===== src/rtl/tiny_nn_result_collector.sv =====
// tiny_nn_result_collector
// Snoops the command/data stream going into tiny_nn_top and that block's
// 8-bit data_o. It runs a mirror of the tiny_nn_top sequencer so that it
// knows which data_o bytes are convolve results. Each low/high byte pair is
// reassembled into one 16-bit fp_t word and queued in a small
// first-word-fall-through FIFO for a valid/ready consumer.
//
// Ports
//   clk_i           clock
//   rst_ni          asynchronous active-low reset
//   nn_data_i       word driven on tiny_nn_top data_i
//   nn_data_o_i     tiny_nn_top data_o
//   result_o        {high,low} result at the FIFO head (0 when empty)
//   result_last_o   head entry is the final result of its command
//   result_valid_o  FIFO non-empty
//   result_ready_i  consumer takes the head when valid & ready
//   busy_o          mirror sequencer not in Idle
//   overflow_o      sticky: a completed result was dropped (cleared by the
//                   next convolve command)
module tiny_nn_result_collector #(
  parameter int         CountWidth    = 12,
  parameter int         ParamWords    = 8,
  parameter int         FifoDepth     = 4,
  parameter logic [3:0] CmdOpConvolve = 4'h1
) (
  input  logic        clk_i,
  input  logic        rst_ni,
  input  logic [15:0] nn_data_i,
  input  logic [7:0]  nn_data_o_i,
  output logic [15:0] result_o,
  output logic        result_last_o,
  output logic        result_valid_o,
  input  logic        result_ready_i,
  output logic        busy_o,
  output logic        overflow_o
);

  localparam int PtrW = $clog2(FifoDepth);
  localparam int PcW  = (ParamWords > 1) ? $clog2(ParamWords) : 1;

  typedef enum logic [1:0] {
    Idle,
    ParamIn,
    Exec
  } state_t;

  typedef struct packed {
    logic        last;
    logic [15:0] data;
  } entry_t;

  state_t                state;
  logic [CountWidth-1:0] count;
  logic [PcW-1:0]        param_cnt;
  logic                  phase;
  logic [7:0]            low_byte;

  entry_t                mem [FifoDepth];
  logic [PtrW:0]         wr_ptr;
  logic [PtrW:0]         rd_ptr;

  logic                  push;
  logic                  pop;
  logic                  full;
  logic                  empty;
  logic                  accept;
  logic                  drop;
  entry_t                push_entry;

  // The high byte arrives on the phase-1 cycle; it is combined with the low
  // byte captured one cycle earlier and written straight into the FIFO.
  assign push       = (state == Exec) && phase;
  assign push_entry = '{last: (count == '0), data: {nn_data_o_i, low_byte}};

  // Pointers carry one extra wrap bit so full and empty are distinguishable.
  assign empty  = (wr_ptr == rd_ptr);
  assign full   = ((wr_ptr - rd_ptr) == (PtrW + 1)'(FifoDepth));
  assign pop    = !empty && result_ready_i;
  // When full, a simultaneous pop frees the slot the push lands in.
  assign accept = push && (!full || pop);
  assign drop   = push && full && !pop;

  // NOTE: sequential state is updated with non-blocking assignments so every
  // register samples the values from before the clock edge.
  always_ff @(posedge clk_i or negedge rst_ni) begin
    if (!rst_ni) begin
      state      <= Idle;
      count      <= '0;
      param_cnt  <= '0;
      phase      <= 1'b0;
      low_byte   <= '0;
      overflow_o <= 1'b0;
    end else begin
      case (state)
        Idle: begin
          if (nn_data_i[15:12] == CmdOpConvolve) begin
            count      <= nn_data_i[CountWidth-1:0];
            param_cnt  <= '0;
            overflow_o <= 1'b0;
            state      <= ParamIn;
          end
        end
        ParamIn: begin
          if (param_cnt == PcW'(ParamWords - 1)) begin
            phase <= 1'b0;
            state <= Exec;
          end else begin
            param_cnt <= param_cnt + 1'b1;
          end
        end
        Exec: begin
          phase <= ~phase;
          if (!phase) begin
            low_byte <= nn_data_o_i;
          end else if (count != '0) begin
            count <= count - 1'b1;
          end else begin
            state <= Idle;
          end
        end
        default: state <= Idle;
      endcase
      if (drop) begin
        overflow_o <= 1'b1;
      end
    end
  end

  always_ff @(posedge clk_i or negedge rst_ni) begin
    if (!rst_ni) begin
      wr_ptr <= '0;
      rd_ptr <= '0;
    end else begin
      if (accept) wr_ptr <= wr_ptr + 1'b1;
      if (pop)    rd_ptr <= rd_ptr + 1'b1;
    end
  end

  // NOTE: the storage array has no reset; the pointers alone define which
  // entries are meaningful, and the outputs are gated while empty.
  always_ff @(posedge clk_i) begin
    if (accept) begin
      mem[wr_ptr[PtrW-1:0]] <= push_entry;
    end
  end

  assign result_valid_o = !empty;
  assign result_o       = empty ? 16'h0000 : mem[rd_ptr[PtrW-1:0]].data;
  assign result_last_o  = empty ? 1'b0 : mem[rd_ptr[PtrW-1:0]].last;
  assign busy_o         = (state != Idle);

endmodule

===== config.mk =====
export PLATFORM = sky130hd
export DESIGN_NAME = tiny_nn_result_collector
export DESIGN_NICKNAME = d
export VERILOG_FILES = /design/src/rtl/tiny_nn_result_collector.sv
export SDC_FILE = /design/constraint.sdc
export NUM_CORES = 1
export LEC_CHECK = 0
export CAP_MARGIN = 15
export CELL_PAD_IN_SITES_DETAIL_PLACEMENT = 2
export CELL_PAD_IN_SITES_GLOBAL_PLACEMENT = 2
export CORE_MARGIN = 3
export CORE_UTILIZATION = 37
export DETAILED_ROUTE_END_ITERATION = 8
export GPL_TIMING_DRIVEN = 0
export PLACE_DENSITY_LB_ADDON = 0.1
export SYNTH_ARGS = -nofsm -noshare
export SYNTH_HDL_FRONTEND = slang
export SYNTH_SLANG_ARGS = --single-unit

===== constraint.sdc =====
create_clock -name clk_i -period 3.4 [get_ports clk_i]
set_input_delay 0.68 -clock clk_i [delete_from_list [all_inputs] [get_ports clk_i]]
set_output_delay 0.68 -clock clk_i [all_outputs]
set_load 0.01 [all_outputs]

After elaboration in Yosys (flattened, before gate mapping)
Memory sizes are Yosys's and may differ from the RTL's.
Index checks and enable logic that the tools add are counted.
- bits in registers: 33
- latch bits: 0
- bits in writable memories: 68
- ROM bits: 0
- bits of input ports: 27
- output and inout port bits: 20
- word-level logic and storage cells: 72
- memories kept: 1
- memories (memory ; words ; bits a word ; read ports ; clocked after Yosys merged registers in ; write ports ; RTL line ; source):
    mem ; 4 ; 17 ; 1 ; 0 ; 1 ; 58 ; entry_t mem [FifoDepth];
- add/subtract/negate cells: 5
- multiply operators: 0
- divide/modulo/power cells: 0
- magnitude comparators: 0
- equal/unequal tests: 12
- shift-type cells: 0
- mux-type cells: 21
- bitwise operators: 1
- reductions and logical operators: 24
- operators with widths (cell ; number):
    $mux W12 ; 3
    $pmux W12 S2 ; 1
    $mux W16 ; 1
    $logic_not A12 Y1 ; 1
    $reduce_bool A12 Y1 ; 1
    $reduce_bool A2 Y1 ; 6
    $sub A12 B1 Y12 const B ; 1
    $ne A2 B2 Y1 const B ; 5
    $add A3 B1 Y3 const B ; 3
    $mux W2 ; 4
    $reduce_and A4 Y1 ; 2
    $mux W1 ; 7
    $eq A3 B3 Y1 const B ; 2
    $mux W3 ; 2
    $pmux W2 S3 ; 1
    $pmux W3 S2 ; 1
    $reduce_and A2 Y1 ; 3
    $logic_and A1 B1 Y1 ; 5
    $eq A4 B1 Y1 const B ; 1
    $eq A3 B3 Y1 ; 1
    $logic_not A1 Y1 ; 3
    $reduce_and A3 Y1 ; 1
    $sub A3 B3 Y3 ; 1
    $eq A2 B1 Y1 const B ; 1
    other kinds (6) ; 6

Logic depth before layout (Yosys ltp)
- depth after elaboration: 7
- gate-level depth with buffers: 9
- depth with buffers taken out: 7

Worst setup path before layout
OpenSTA, ideal clock, no wires.
- path type: register to register
- start: register rd_ptr[1]
- end: memory mem[3][0] (netlist bit), enable pin
- library setup time: 421 ps
- arrival: 2981 ps
- required time: 2979 ps
- path slack: -2 ps
- cell stages (with the launch flop): 9
- buffers on the path: 2
- period minus slack after synthesis: 3402 ps
- cells stage by stage: dfrtp_1 > clkbuf_1 > clkbuf_1 > inv_1 > ha_1 > nor2b_1 > or3_1 > a21oi_1 > nor3b_1
- longest elaborated chain between the ends: 7
- elaborated cells on any way between the ends: 10
- those cells by class: add/sub: 1; eq/ne: 2; mux: 2; reduce/logical: 5
- ends and longest elaborated chain (item ; RTL line ; source):
    start, declared ; 60 ; logic [PtrW:0] rd_ptr;
    start signal, assigned ; 135 ; if (pop) rd_ptr <= rd_ptr + 1'b1;
    $sub A3 B3 Y3 / $eq A3 B3 Y1 (equally long branches) ; 77, 76 ;
    $eq A3 B3 Y1 / $logic_not A1 Y1 (equally long branches) ; 77, 78 ;
    $logic_not A1 Y1 / $logic_and A1 B1 Y1 (equally long branches) ; 80, 78 ;
    $logic_or A1 B1 Y1 * ; 80 ; assign accept = push && (!full || pop);
    $logic_and A1 B1 Y1 * ; 80 ;
    $mux W1 * ; 142 ; if (accept) begin
    $mux W1 (implied by the code) * ; 143 ; mem[wr_ptr[PtrW-1:0]] <= push_entry;
    end, declared ; 58 ;
Every way passes the cells marked *; elsewhere a longest branch is shown, timed or not.

Worst setup path after layout
- start: register rd_ptr[1]
- end: output port result_last_o
- longest elaborated chain between the ends: 2
- elaborated cells on any way between the ends: 3
- those cells by class: eq/ne: 1; mux: 1; memory: 1
- ends and longest elaborated chain (item ; RTL line ; source):
    $mem_v2 Z4 W17 / $eq A3 B3 Y1 (equally long branches) ; -- ;
    $mux W1 * ; 149 ; assign result_last_o = empty ? 1'b0 : mem[rd_ptr[PtrW-1:0]].last;
    end, declared ; 31 ; output logic result_last_o,
Marked as above.

==> impl_metrics.env <==
export IMPL_ctsHtreeMaxLevel=3
export IMPL_yosys_area_share_adder_pct=3.12
export IMPL_fin_ws_ns=0.186
export IMPL_drt_pass1_iterations=4
export IMPL_clk_pin_slew_ns=0.07
export IMPL_crit_type="reg2out"
export IMPL_drcViolationCount=0
export IMPL_dp_slack_ns=-0.726
export IMPL_status="finished, final reports clean"
export IMPL_rsz0062_at_grt="false"
export IMPL_p_per_area_nw_per_um2=808
export IMPL_wl_per_cell_um=21.4
export IMPL_yosys_cell_types_count=43
export IMPL_start_util_pct=38.2
export IMPL_synthesis_area_um2=4420
export IMPL_drive_gt1_share_pct=18.8
export IMPL_synth_edf_count=68
export IMPL_setup_viol=0
export IMPL_startpoint_type="flop"
export IMPL_max_vdd_ir_drop_mv=0.298
export IMPL_power_frac_clock_pct=23.2
export IMPL_via_per_inst=5.24
export IMPL_synth_mux_area_fraction_pct=11.2
export IMPL_p_sw_share_pct=31.6
export IMPL_period_minus_slack_ns=3.21
export IMPL_ys_warn_count=0
export IMPL_postRouteAntennaNets=0
export IMPL_grt_pass1_wl_um=17100
export IMPL_cellLeakagePower_nw=1.90
export IMPL_fin_skew_ns=0.00676
export IMPL_drtIter0Drc=139
export IMPL_placed_cells=478
export IMPL_hold_viol_final=0
export IMPL_synth_compound_area_share_pct=6.74
export IMPL_gp_congestion=0.765
export IMPL_maxCapViolCount=0
export IMPL_worst_r2r_cell_count=9
export IMPL_cts_tree="done"
export IMPL_synth_xor_area_share_pct=0.992
export IMPL_worstSkewPairLatency_ns=0.34
export IMPL_pin_count=47
export IMPL_p_sw_mw=1.38
export IMPL_comb_power_share_pct=36.8
export IMPL_grt_ovfl_total=0
export IMPL_coreArea_um2=11600
export IMPL_max_freq_ghz=0.311
export IMPL_grt_max_degree=34
export IMPL_slew_viol_final=0
export IMPL_pwr_share_seq_pct=40.0
export IMPL_required_ns=2.72
export IMPL_clock_sinks=101
export IMPL_hpwl_um=6980
export IMPL_async_flop_share_pct=32.7
export IMPL_relSlewSlack_pct=37.9
export IMPL_synth_fp_nets=326
export IMPL_io_buffers=46
export IMPL_synth_simple_gate_area_share_pct=10.1
export IMPL_synth_top_family_by_area="multiplexers"
export IMPL_row_count=39
export IMPL_place_area_um2=5090
export IMPL_fin_nets=384
export IMPL_ys_seq_area_share_pct=64.9
export IMPL_finalPower_mw=4.37
export IMPL_synth_flop_cell="edfxtp_1"
export IMPL_hp_class="in2async"
export IMPL_worst_pin_slew_ns=0.931
export IMPL_synth_area_per_cell_um2=15.3
export IMPL_fill_cells=1125
export IMPL_fin_area_um2=5410
export IMPL_die_y_um=115
export IMPL_end_kind="output port"
export IMPL_antenna_found_initial=0
export IMPL_ys_ff_latch=101
export IMPL_grt_usage_pct=17.5
export IMPL_instances_no_fill=494
export IMPL_diodes=0
export IMPL_worst_endpoint_arrival_ns=2.53
export IMPL_die_area_um2=13300
export IMPL_clk_path_buf_depth=2
export IMPL_numCtsBuffers=9
export IMPL_routed_wl_um=10600
export IMPL_fin_crit_sh_pct=94.5
export IMPL_die_w_um=115
export IMPL_crit_fanout=10
export IMPL_syn_instance_count=288
export IMPL_num_vias=2590
export IMPL_p_int_mw=2.99
export IMPL_grt_pass1_vias=3013
export IMPL_cts_root_buf="clkbuf_16"
export IMPL_areaGrowthSynthToFinish_pct=22.5
==> synth_stat cells, types with 4 or more instances <==
cell type | instances | share of area (%)
dfrtp_1 | 33 | 19
nand2_1 | 16 | 1.4
mux2_2 | 10 | 2.5
o21ai_0 | 13 | 1.5
edfxtp_1 | 68 | 46
a21oi_1 | 15 | 1.7
mux4_2 | 17 | 8.7
ha_1 | 11 | 3.1
inv_1 | 8 | 0.68
xnor2_1 | 4 | 0.79
o2bb2ai_1 | 5 | 0.99
nor3_1 | 6 | 0.68
nand3_1 | 8 | 0.91
nor2_1 | 4 | 0.34
and2_1 | 21 | 3.0
clkbuf_1 | 5 | 0.42
==> power by group through the flow <==
stage / logic [mW] / registers, mW / clock network, mW
floorplan: 0.937 / 1.70 / 0
global placement: 1.53 / 1.74 / 0
detailed placement: 1.60 / 1.76 / 0
CTS: 1.65 / 1.75 / 1.04
global route: 1.80 / 1.78 / 1.09
finish: 1.61 / 1.75 / 1.01
==> per-layer routing <==
metal | global-route usage [%] | up-vias | routed length [µm]
met1 | 21.6 | 1338 | 4520
met3 | 2.89 | 8 | 255
met2 | 31.4 | 41 | 5660
met4 | 5.40 | 0 | 121
li1 | - | 1203 | -
met5 | 0 | - | 0
==> critical path, cell delays in order, from the launching register on <==
cell	delay, ns
dfrtp_1	0.39
buf_6	0.19
clkbuf_8	0.22
inv_1	0.06
ha_1	0.29
nand3_1	0.09
clkbuf_4	0.23
and2_1	0.17
clkdlybuf4s50_1	0.54
==> cell families after synthesis <==
family	after synthesis
xor gates and xnor gates	5
buffers and inverters	22
AOI/OAI and AO/OA	45
and+or+nand+nor	77
adders and majority gates	11
muxes	27
DFF	101
==> what timing repair did <==
| action | in CTS | in global routing |
|---|---|---|
| gates resized for setup | 10 | 3 |
| endpoints found under the setup margin | 84 | 17 |
| hold buffers | 0 | 0 |
| setup buffers | 0 | 0 |
==> cells in the final DEF (no fill, tap or decap), drive strengths merged, types with 2 or more instances in the layout <==
cell and count:
mux2 10, mux4 17, ha 11, inv 9
and2 21, clkinvlp 2, clkinv 3, o21ai 15
xnor2 4, nand2b 2, nor2 6, dfrtp 33
buf 8, o2bb2ai 5, nor3 6, a22oi 4
nand3 8, a21oi 15, nor3b 2, o32ai 2
edfxtp 68, nand3b 3, clkbuf 17, clkdlybuf4s50 45
nor2b 2, or3 3, nand2 16, nor4 4
==> registers in the layout, indices dropped and copies added (netlist names) <==
name	count
wr_ptr	3
overflow_o	1
rd_ptr	3
mem	68
param_cnt	3
count	12
state	2
low_byte	8
phase	1
==> final timing paths <==
check,start,end,slack (ns)
min in group clk_i,param_cnt[2],param_cnt[2],0.48
max in group asynchronous,rst_ni,rd_ptr[0],2.40
worst max register to register,rd_ptr[1],mem[2][10],0.39
worst min register to register,param_cnt[2],param_cnt[2],0.48
worst max-delay path,rd_ptr[1],result_last_o,0.19
worst min-delay path,rst_ni,count[8],0.45
==> cell type report <==
| class | instances | area (µm²) | share of cell area (%) |
|---|---|---|---|
| buffer | 14 | 130 | 2.41 |
| clock buffer | 9 | 225 | 4.16 |
| clock inverter | 7 | 65.1 | 1.20 |
| inverter | 8 | 30.0 | 0.555 |
| multi-input combinational | 165 | 1430 | 26.4 |
| sequential | 101 | 2870 | 53.0 |
| tap | 143 | 179 | 3.31 |
| timing repair buffer | 47 | 483 | 8.93 |
==> per-stage QoR <==
| stage | TNS (ns) | hold WS [ns] | utilization [%] |
|---|---|---|---|
| floorplan | 0 | 0.384 | - |
| global placement | -49.46 | 0.461 | 43.8 |
| detailed placement | -40.80 | 0.469 | 44.0 |
| CTS | 0 | 0.469 | 46.7 |
| global route | 0 | 0.481 | 46.8 |
| finish | 0 | 0.447 | 46.8 |
Power figures use the tool's default switching activity.
